[src/rtl/mipi_csi2_pkt_parser.sv]
// CSI-2 packet parser: header ECC check, sync-event decode, payload streaming with CRC-16 footer check.
// Latency: every output is registered, 1 clk after the accepting byte edge (or after the we fall).
// Backpressure: none; a byte is consumed whenever we & dvo, and all state holds while dvo is low.
module mipi_csi2_pkt_parser #(
  parameter bit STRIP_SYNC = 1'b1,
  parameter bit CHECK_ECC  = 1'b1
) (
  input  logic        clk,
  input  logic        resetb,
  input  logic        we,
  input  logic        dvo,
  input  logic [7:0]  data,
  output logic        hdr_valid,
  output logic [1:0]  vc,
  output logic [5:0]  dt,
  output logic [15:0] wc,
  output logic        fs,
  output logic        fe,
  output logic        ls,
  output logic        le,
  output logic        pix_valid,
  output logic [7:0]  pix_data,
  output logic        pix_last,
  output logic        ecc_err,
  output logic        crc_err,
  output logic        trunc_err
);

  typedef enum logic [2:0] {
    ST_IDLE,
    ST_HDR,
    ST_PAYLOAD,
    ST_CRC,
    ST_DRAIN
  } state_t;

  state_t      state;
  logic        first_q;     // next accepted byte is the first of the burst
  logic [1:0]  hdr_cnt;     // header bytes captured so far
  logic [7:0]  di_q;
  logic [7:0]  wcl_q;
  logic [7:0]  wcm_q;
  logic [15:0] byte_cnt;    // payload bytes still to come
  logic [15:0] crc_q;
  logic [7:0]  crc_lo_q;
  logic        crc_hi_sel;  // 0: expecting footer LSB, 1: expecting footer MSB

  logic        strip_now;
  logic [23:0] hdr_word;
  logic [5:0]  ecc_calc;
  logic        ecc_bad;
  logic [15:0] wc_rx;
  logic [15:0] crc_next;
  logic [15:0] crc_rx;

  // 6-bit Hamming parity over {WC_MSB, WC_LSB, DI}
  function automatic logic [5:0] hdr_ecc(input logic [23:0] d);
    logic [5:0] p;
    p[0] = d[0] ^ d[1] ^ d[2] ^ d[4] ^ d[5] ^ d[7] ^ d[10] ^ d[11] ^ d[13] ^ d[16]
         ^ d[20] ^ d[21] ^ d[22] ^ d[23];
    p[1] = d[0] ^ d[1] ^ d[3] ^ d[4] ^ d[6] ^ d[8] ^ d[10] ^ d[12] ^ d[14] ^ d[17]
         ^ d[20] ^ d[21] ^ d[22] ^ d[23];
    p[2] = d[0] ^ d[2] ^ d[3] ^ d[5] ^ d[6] ^ d[9] ^ d[11] ^ d[12] ^ d[15] ^ d[18]
         ^ d[20] ^ d[21] ^ d[22];
    p[3] = d[1] ^ d[2] ^ d[3] ^ d[7] ^ d[8] ^ d[9] ^ d[13] ^ d[14] ^ d[15] ^ d[19]
         ^ d[20] ^ d[21] ^ d[23];
    p[4] = d[4] ^ d[5] ^ d[6] ^ d[7] ^ d[8] ^ d[9] ^ d[16] ^ d[17] ^ d[18] ^ d[19]
         ^ d[20] ^ d[22] ^ d[23];
    p[5] = d[10] ^ d[11] ^ d[12] ^ d[13] ^ d[14] ^ d[15] ^ d[16] ^ d[17] ^ d[18] ^ d[19]
         ^ d[21] ^ d[22] ^ d[23];
    return p;
  endfunction

  // Reflected CRC-16-CCITT, one byte per call, data LSB first
  function automatic logic [15:0] crc16_byte(input logic [15:0] c, input logic [7:0] b);
    logic [15:0] r;
    r = c;
    for (int i = 0; i < 8; i++) begin
      if (r[0] ^ b[i]) r = (r >> 1) ^ 16'h8408;
      else             r = r >> 1;
    end
    return r;
  endfunction

  // The leading sync byte is only recognised on the first accepted byte of a burst
  assign strip_now = STRIP_SYNC && ((state == ST_IDLE) || first_q) && (data == 8'hB8);
  assign hdr_word  = {wcm_q, wcl_q, di_q};
  assign ecc_calc  = hdr_ecc(hdr_word);
  assign ecc_bad   = (ecc_calc != data[5:0]);
  assign wc_rx     = {wcm_q, wcl_q};
  assign crc_next  = crc16_byte(crc_q, data);
  assign crc_rx    = {data, crc_lo_q};

  // Packet FSM with registered sync/payload/error outputs
  always_ff @(posedge clk or negedge resetb) begin
    if (!resetb) begin
      state      <= ST_IDLE;
      first_q    <= 1'b0;
      hdr_cnt    <= 2'd0;
      di_q       <= 8'h00;
      wcl_q      <= 8'h00;
      wcm_q      <= 8'h00;
      byte_cnt   <= 16'h0000;
      crc_q      <= 16'h0000;
      crc_lo_q   <= 8'h00;
      crc_hi_sel <= 1'b0;
      hdr_valid  <= 1'b0;
      vc         <= 2'd0;
      dt         <= 6'd0;
      wc         <= 16'h0000;
      fs         <= 1'b0;
      fe         <= 1'b0;
      ls         <= 1'b0;
      le         <= 1'b0;
      pix_valid  <= 1'b0;
      pix_data   <= 8'h00;
      pix_last   <= 1'b0;
      ecc_err    <= 1'b0;
      crc_err    <= 1'b0;
      trunc_err  <= 1'b0;
    end else begin
      hdr_valid <= 1'b0;
      fs        <= 1'b0;
      fe        <= 1'b0;
      ls        <= 1'b0;
      le        <= 1'b0;
      pix_valid <= 1'b0;
      pix_last  <= 1'b0;
      ecc_err   <= 1'b0;
      crc_err   <= 1'b0;
      trunc_err <= 1'b0;

      case (state)
        // Burst start; the very first cycle may already carry a byte
        ST_IDLE: begin
          if (we) begin
            state   <= ST_HDR;
            first_q <= 1'b1;
            hdr_cnt <= 2'd0;
            if (dvo) begin
              first_q <= 1'b0;
              if (!strip_now) begin
                di_q    <= data;
                hdr_cnt <= 2'd1;
              end
            end
          end
        end

        ST_HDR: begin
          if (!we) begin
            trunc_err <= 1'b1;
            state     <= ST_IDLE;
          end else if (dvo) begin
            first_q <= 1'b0;
            if (!strip_now) begin
              case (hdr_cnt)
                2'd0: begin
                  di_q    <= data;
                  hdr_cnt <= 2'd1;
                end
                2'd1: begin
                  wcl_q   <= data;
                  hdr_cnt <= 2'd2;
                end
                2'd2: begin
                  wcm_q   <= data;
                  hdr_cnt <= 2'd3;
                end
                default: begin
                  // ECC byte: ECC[7:6] are reserved and not compared
                  ecc_err <= ecc_bad;
                  if (ecc_bad && CHECK_ECC) begin
                    state <= ST_DRAIN;
                  end else begin
                    hdr_valid <= 1'b1;
                    vc        <= di_q[7:6];
                    dt        <= di_q[5:0];
                    wc        <= wc_rx;
                    if (di_q[5:4] == 2'b00) begin
                      fs    <= (di_q[5:0] == 6'h00);
                      fe    <= (di_q[5:0] == 6'h01);
                      ls    <= (di_q[5:0] == 6'h02);
                      le    <= (di_q[5:0] == 6'h03);
                      state <= ST_DRAIN;
                    end else begin
                      byte_cnt   <= wc_rx;
                      crc_q      <= 16'hFFFF;
                      crc_hi_sel <= 1'b0;
                      state      <= (wc_rx == 16'h0000) ? ST_CRC : ST_PAYLOAD;
                    end
                  end
                end
              endcase
            end
          end
        end

        // Full 16-bit down-counter, so WC = FFFF runs the whole length
        ST_PAYLOAD: begin
          if (!we) begin
            trunc_err <= 1'b1;
            state     <= ST_IDLE;
          end else if (dvo) begin
            pix_valid <= 1'b1;
            pix_data  <= data;
            crc_q     <= crc_next;
            byte_cnt  <= byte_cnt - 16'd1;
            if (byte_cnt == 16'd1) begin
              pix_last   <= 1'b1;
              crc_hi_sel <= 1'b0;
              state      <= ST_CRC;
            end
          end
        end

        // Footer arrives LSB first
        ST_CRC: begin
          if (!we) begin
            trunc_err <= 1'b1;
            state     <= ST_IDLE;
          end else if (dvo) begin
            if (!crc_hi_sel) begin
              crc_lo_q   <= data;
              crc_hi_sel <= 1'b1;
            end else begin
              crc_err <= (crc_rx != crc_q);
              state   <= ST_DRAIN;
            end
          end
        end

        // One packet per burst: everything after it is discarded
        ST_DRAIN: begin
          if (!we) state <= ST_IDLE;
        end

        default: state <= ST_IDLE;
      endcase
    end
  end

endmodule
[config.mk]
export PLATFORM = sky130hd
export DESIGN_NAME = mipi_csi2_pkt_parser
export DESIGN_NICKNAME = d
export VERILOG_FILES = /design/src/rtl/mipi_csi2_pkt_parser.sv
export SDC_FILE = /design/constraint.sdc
export NUM_CORES = 1
export LEC_CHECK = 0
export CORE_ASPECT_RATIO = 2
export CORE_UTILIZATION = 58
export DETAILED_ROUTE_END_ITERATION = 16
export PLACE_DENSITY = 0.8
export SLEW_MARGIN = 10
export SYNTH_ARGS = -nofsm -noshare
export SYNTH_HDL_FRONTEND = slang
export SYNTH_SLANG_ARGS = --single-unit
[constraint.sdc]
create_clock -name clk -period 3.9 [get_ports clk]
set_input_delay 0.78 -clock clk [delete_from_list [all_inputs] [get_ports clk]]
set_output_delay 0.78 -clock clk [all_outputs]
set_load 0.1 [all_outputs]
==> metrics <==
Tcrit/Tclk final=82.8%; asr flop ratio synth=100%; fin crit period=3.23 ns; share of the synthesized area in the top cell type=46.0%; R2R Setup Slk=0.67 ns; Detail Route Antenna Nets=0; Initial DRC Count=459; most common cell in the synthesized netlist=dfrtp_1; max incr delay on CP=0.50 ns; largest net degree at the start of global routing=71; DIE WIDTH=74.8 um; initial antenna violation count=0; yosys warns=0; Relative slew margins=34.1%; TritonCTS clock tree=done; area grow syn2layout=21.5%; CTS Buf Count=17; outcome=finished, final reports clean; Die H=148 um; clock buffer depth=2; H-tree Lvls=4; MaxCap Viol Count=0; I/O pin total=54; Cell Area, Synth=just over 6000 sq um; upper clock frequency limit=310 MHz; PwrDens=981 nW/um^2; Syn Inst Count=roughly 550; total congestion overflow=0; Reg2Reg Depth=10; # clock sinks=113; RSZ-0062 raised after global routing=no; Worst-Skew Late Latency=around 0.42 ns; Hold Vio Cnt, Final=0; FF-to-FF End=byte_cnt[15]; routed wire length=15.8 mm; drt wl/cell=20.8 um; VDD IR max=between 0.9 and 1 mV; crit path DAT=around 3.5 ns; skew final=0.00770 ns; hold buffers post-CTS=0; Setup violations, final=0; leakage power=3.56 nW; DR DRC count=0; layout cells sized above 1=19.7%; Distinct cells, synth=62; largest area contributor in the netlist=dfrtp_1; Clock transition at path regs=0.05 ns; first drt pass iteration count=5; commonest cells in the netlist=113 x dfrtp_1, 58 x nand2_1, 40 x mux2_2, 37 x xnor2_1, 27 x xor2_1; total track usage=about a third; Root Buffer=clkbuf_16; Worst path slowest cell=dfrtp_1; number of flops mapped to enable cells by yosys=0; die area=11000 sq um; CP Max Fanout=20; core area=10200 sq um; CP Capture Type=flop; top cells by area, synth=dfrtp_1 46%, mux2_2 7.3%, xnor2_1 5.3%; Hold WC Path Type=input port to async pin; PortBufs=53; sequential fraction of the synthesis area=a little under half; Starting Density=about three fifths; prevailing post-synth register cell=dfrtp_1; Vias=around 4.6k; average size of a mapped cell=11.1 sq um; setup tns final=0 ns; Max Slew Vio Count=0; WP data required=4.20 ns; n_diodes=0; number of setup buffers added after CTS=0; first-pass GRT wire length=about 25 mm; cts repair resizes=0; post-synthesis register bit count=113; Finished Core Util=73.1%; row cnt=52; actual slew at the worst max-slew pin=0.986 ns; syn nets=~580; CP cell instances=inv_1 -> ha_1 -> xnor3_1 -> xnor2_1 -> xnor3_2 -> o211ai_4 -> nor4b_4 -> buf_4 -> o22ai_1 -> a21bo_2; gp weighted congestion=approximately 1; Startpoint Class=flop; Vias/cell=6.02; Crit Path Category=flop to flop; vias in the first global route=a little under 5k; worst r2r src=di_q[0]; HPWL after DPL=11.3 mm; Net count, final=636
-- routing by layer --
| layer | track usage [%] | up-vias | routed length [um] |
|---|---|---|---|
| met5 | 0 | - | 0 |
| met4 | 27.2 | 0 | 1510 |
| met3 | 7.36 | 95 | 709 |
| met2 | 51.3 | 192 | 8020 |
| met1 | 32.5 | 2236 | 5590 |
| li1 | - | 2054 | - |
-- worst max-delay path, delay by kind of cell, from the launching register on --
kind / cells / cell delay [ns]
buffers and inverters: 2 / 0.42
AND/OR/NAND/NOR: 1 / 0.32
AO/OA/AOI/OAI: 3 / 0.47
XOR/XNOR: 3 / 1.10
flip-flops: 1 / 0.50
adder cells (fa/ha/maj): 1 / 0.30
-- per-stage QoR --
| step | std cells | worst slack, ns | hold slack, ns | instance area (sq um) | power, mW |
|---|---|---|---|---|---|
| 3_3_place_gp | 728 | 0.530 | 0.461 | 6860 | 5.57 |
| 4_1_cts | 760 | 0.676 | 0.370 | 7460 | 7.32 |
| 2_1_floorplan | 551 | 0.834 | 0.457 | 6140 | 4.96 |
| 6_report | 760 | 0.670 | 0.354 | 7460 | 7.32 |
| 5_1_grt | 760 | 0.563 | 0.408 | 7460 | 7.66 |
| 3_5_place_dp | 728 | 0.510 | 0.468 | 6860 | 5.71 |
-- cell families after synthesis --
logic type | synth area share [%]
AND/OR/NAND/NOR | 13.6
flip-flops | 46.0
AO/OA/AOI/OAI | 8.82
XOR/XNOR | 14.3
multiplexers | 11.5
buffers and inverters | 3.38
adder cells (fa/ha/maj) | 2.44
-- how the worst max path moves through the flow --
stage              endpoint    start
6_report       byte_cnt[15]  di_q[0]
4_1_cts        byte_cnt[15]  di_q[0]
3_5_place_dp   byte_cnt[15]  data[2]
5_1_grt        byte_cnt[15]  di_q[0]
2_1_floorplan         dt[2]  data[4]
3_3_place_gp   byte_cnt[15]  data[2]
-- layout by cell type, fill, tap and decap left out, types with 5 or more instances in the layout --
cell type	count
a21oi_1	24
a31oi_1	5
and3_1	7
buf_4	17
clkbuf_16	17
clkdlybuf4s50_1	52
dfrtp_1	113
ha_1	12
inv_1	17
mux2_2	40
mux2_4	17
nand2_1	58
nand3_1	9
nor2_1	26
nor3_1	24
nor4_1	9
o21ai_0	20
o221a_2	5
xnor2_1	37
xnor3_1	10
xor2_1	27
-- registers in the layout, indices dropped and copies added (netlist names), 2 cells and up --
name	count
di_q	8
state	3
wc	16
crc_lo_q	8
pix_data	8
wcm_q	8
wcl_q	8
vc	2
hdr_cnt	2
byte_cnt	16
dt	6
crc_q	16
-- report_power, final --
part	total [mW]	leakage (nW)	switching, mW	internal (mW)
clock network	1.56	0.290	0.527	1.03
logic	3.72	1.75	1.95	1.77
registers	2.04	1.51	0.540	1.50
total	7.32	3.56	3.02	4.30
-- final cells by class --
type | count | area (sq um)
Clock buffer | 22 | 464
Fill cell | 738 | 2750
Multi-Input combinational cell | 390 | 3110
Timing Repair Buffer | 71 | 688
Sequential cell | 113 | 2830
Inverter | 19 | 71.3
Tap cell | 135 | 169
Clock inverter | 10 | 134
(Power assumes the default switching activity.)
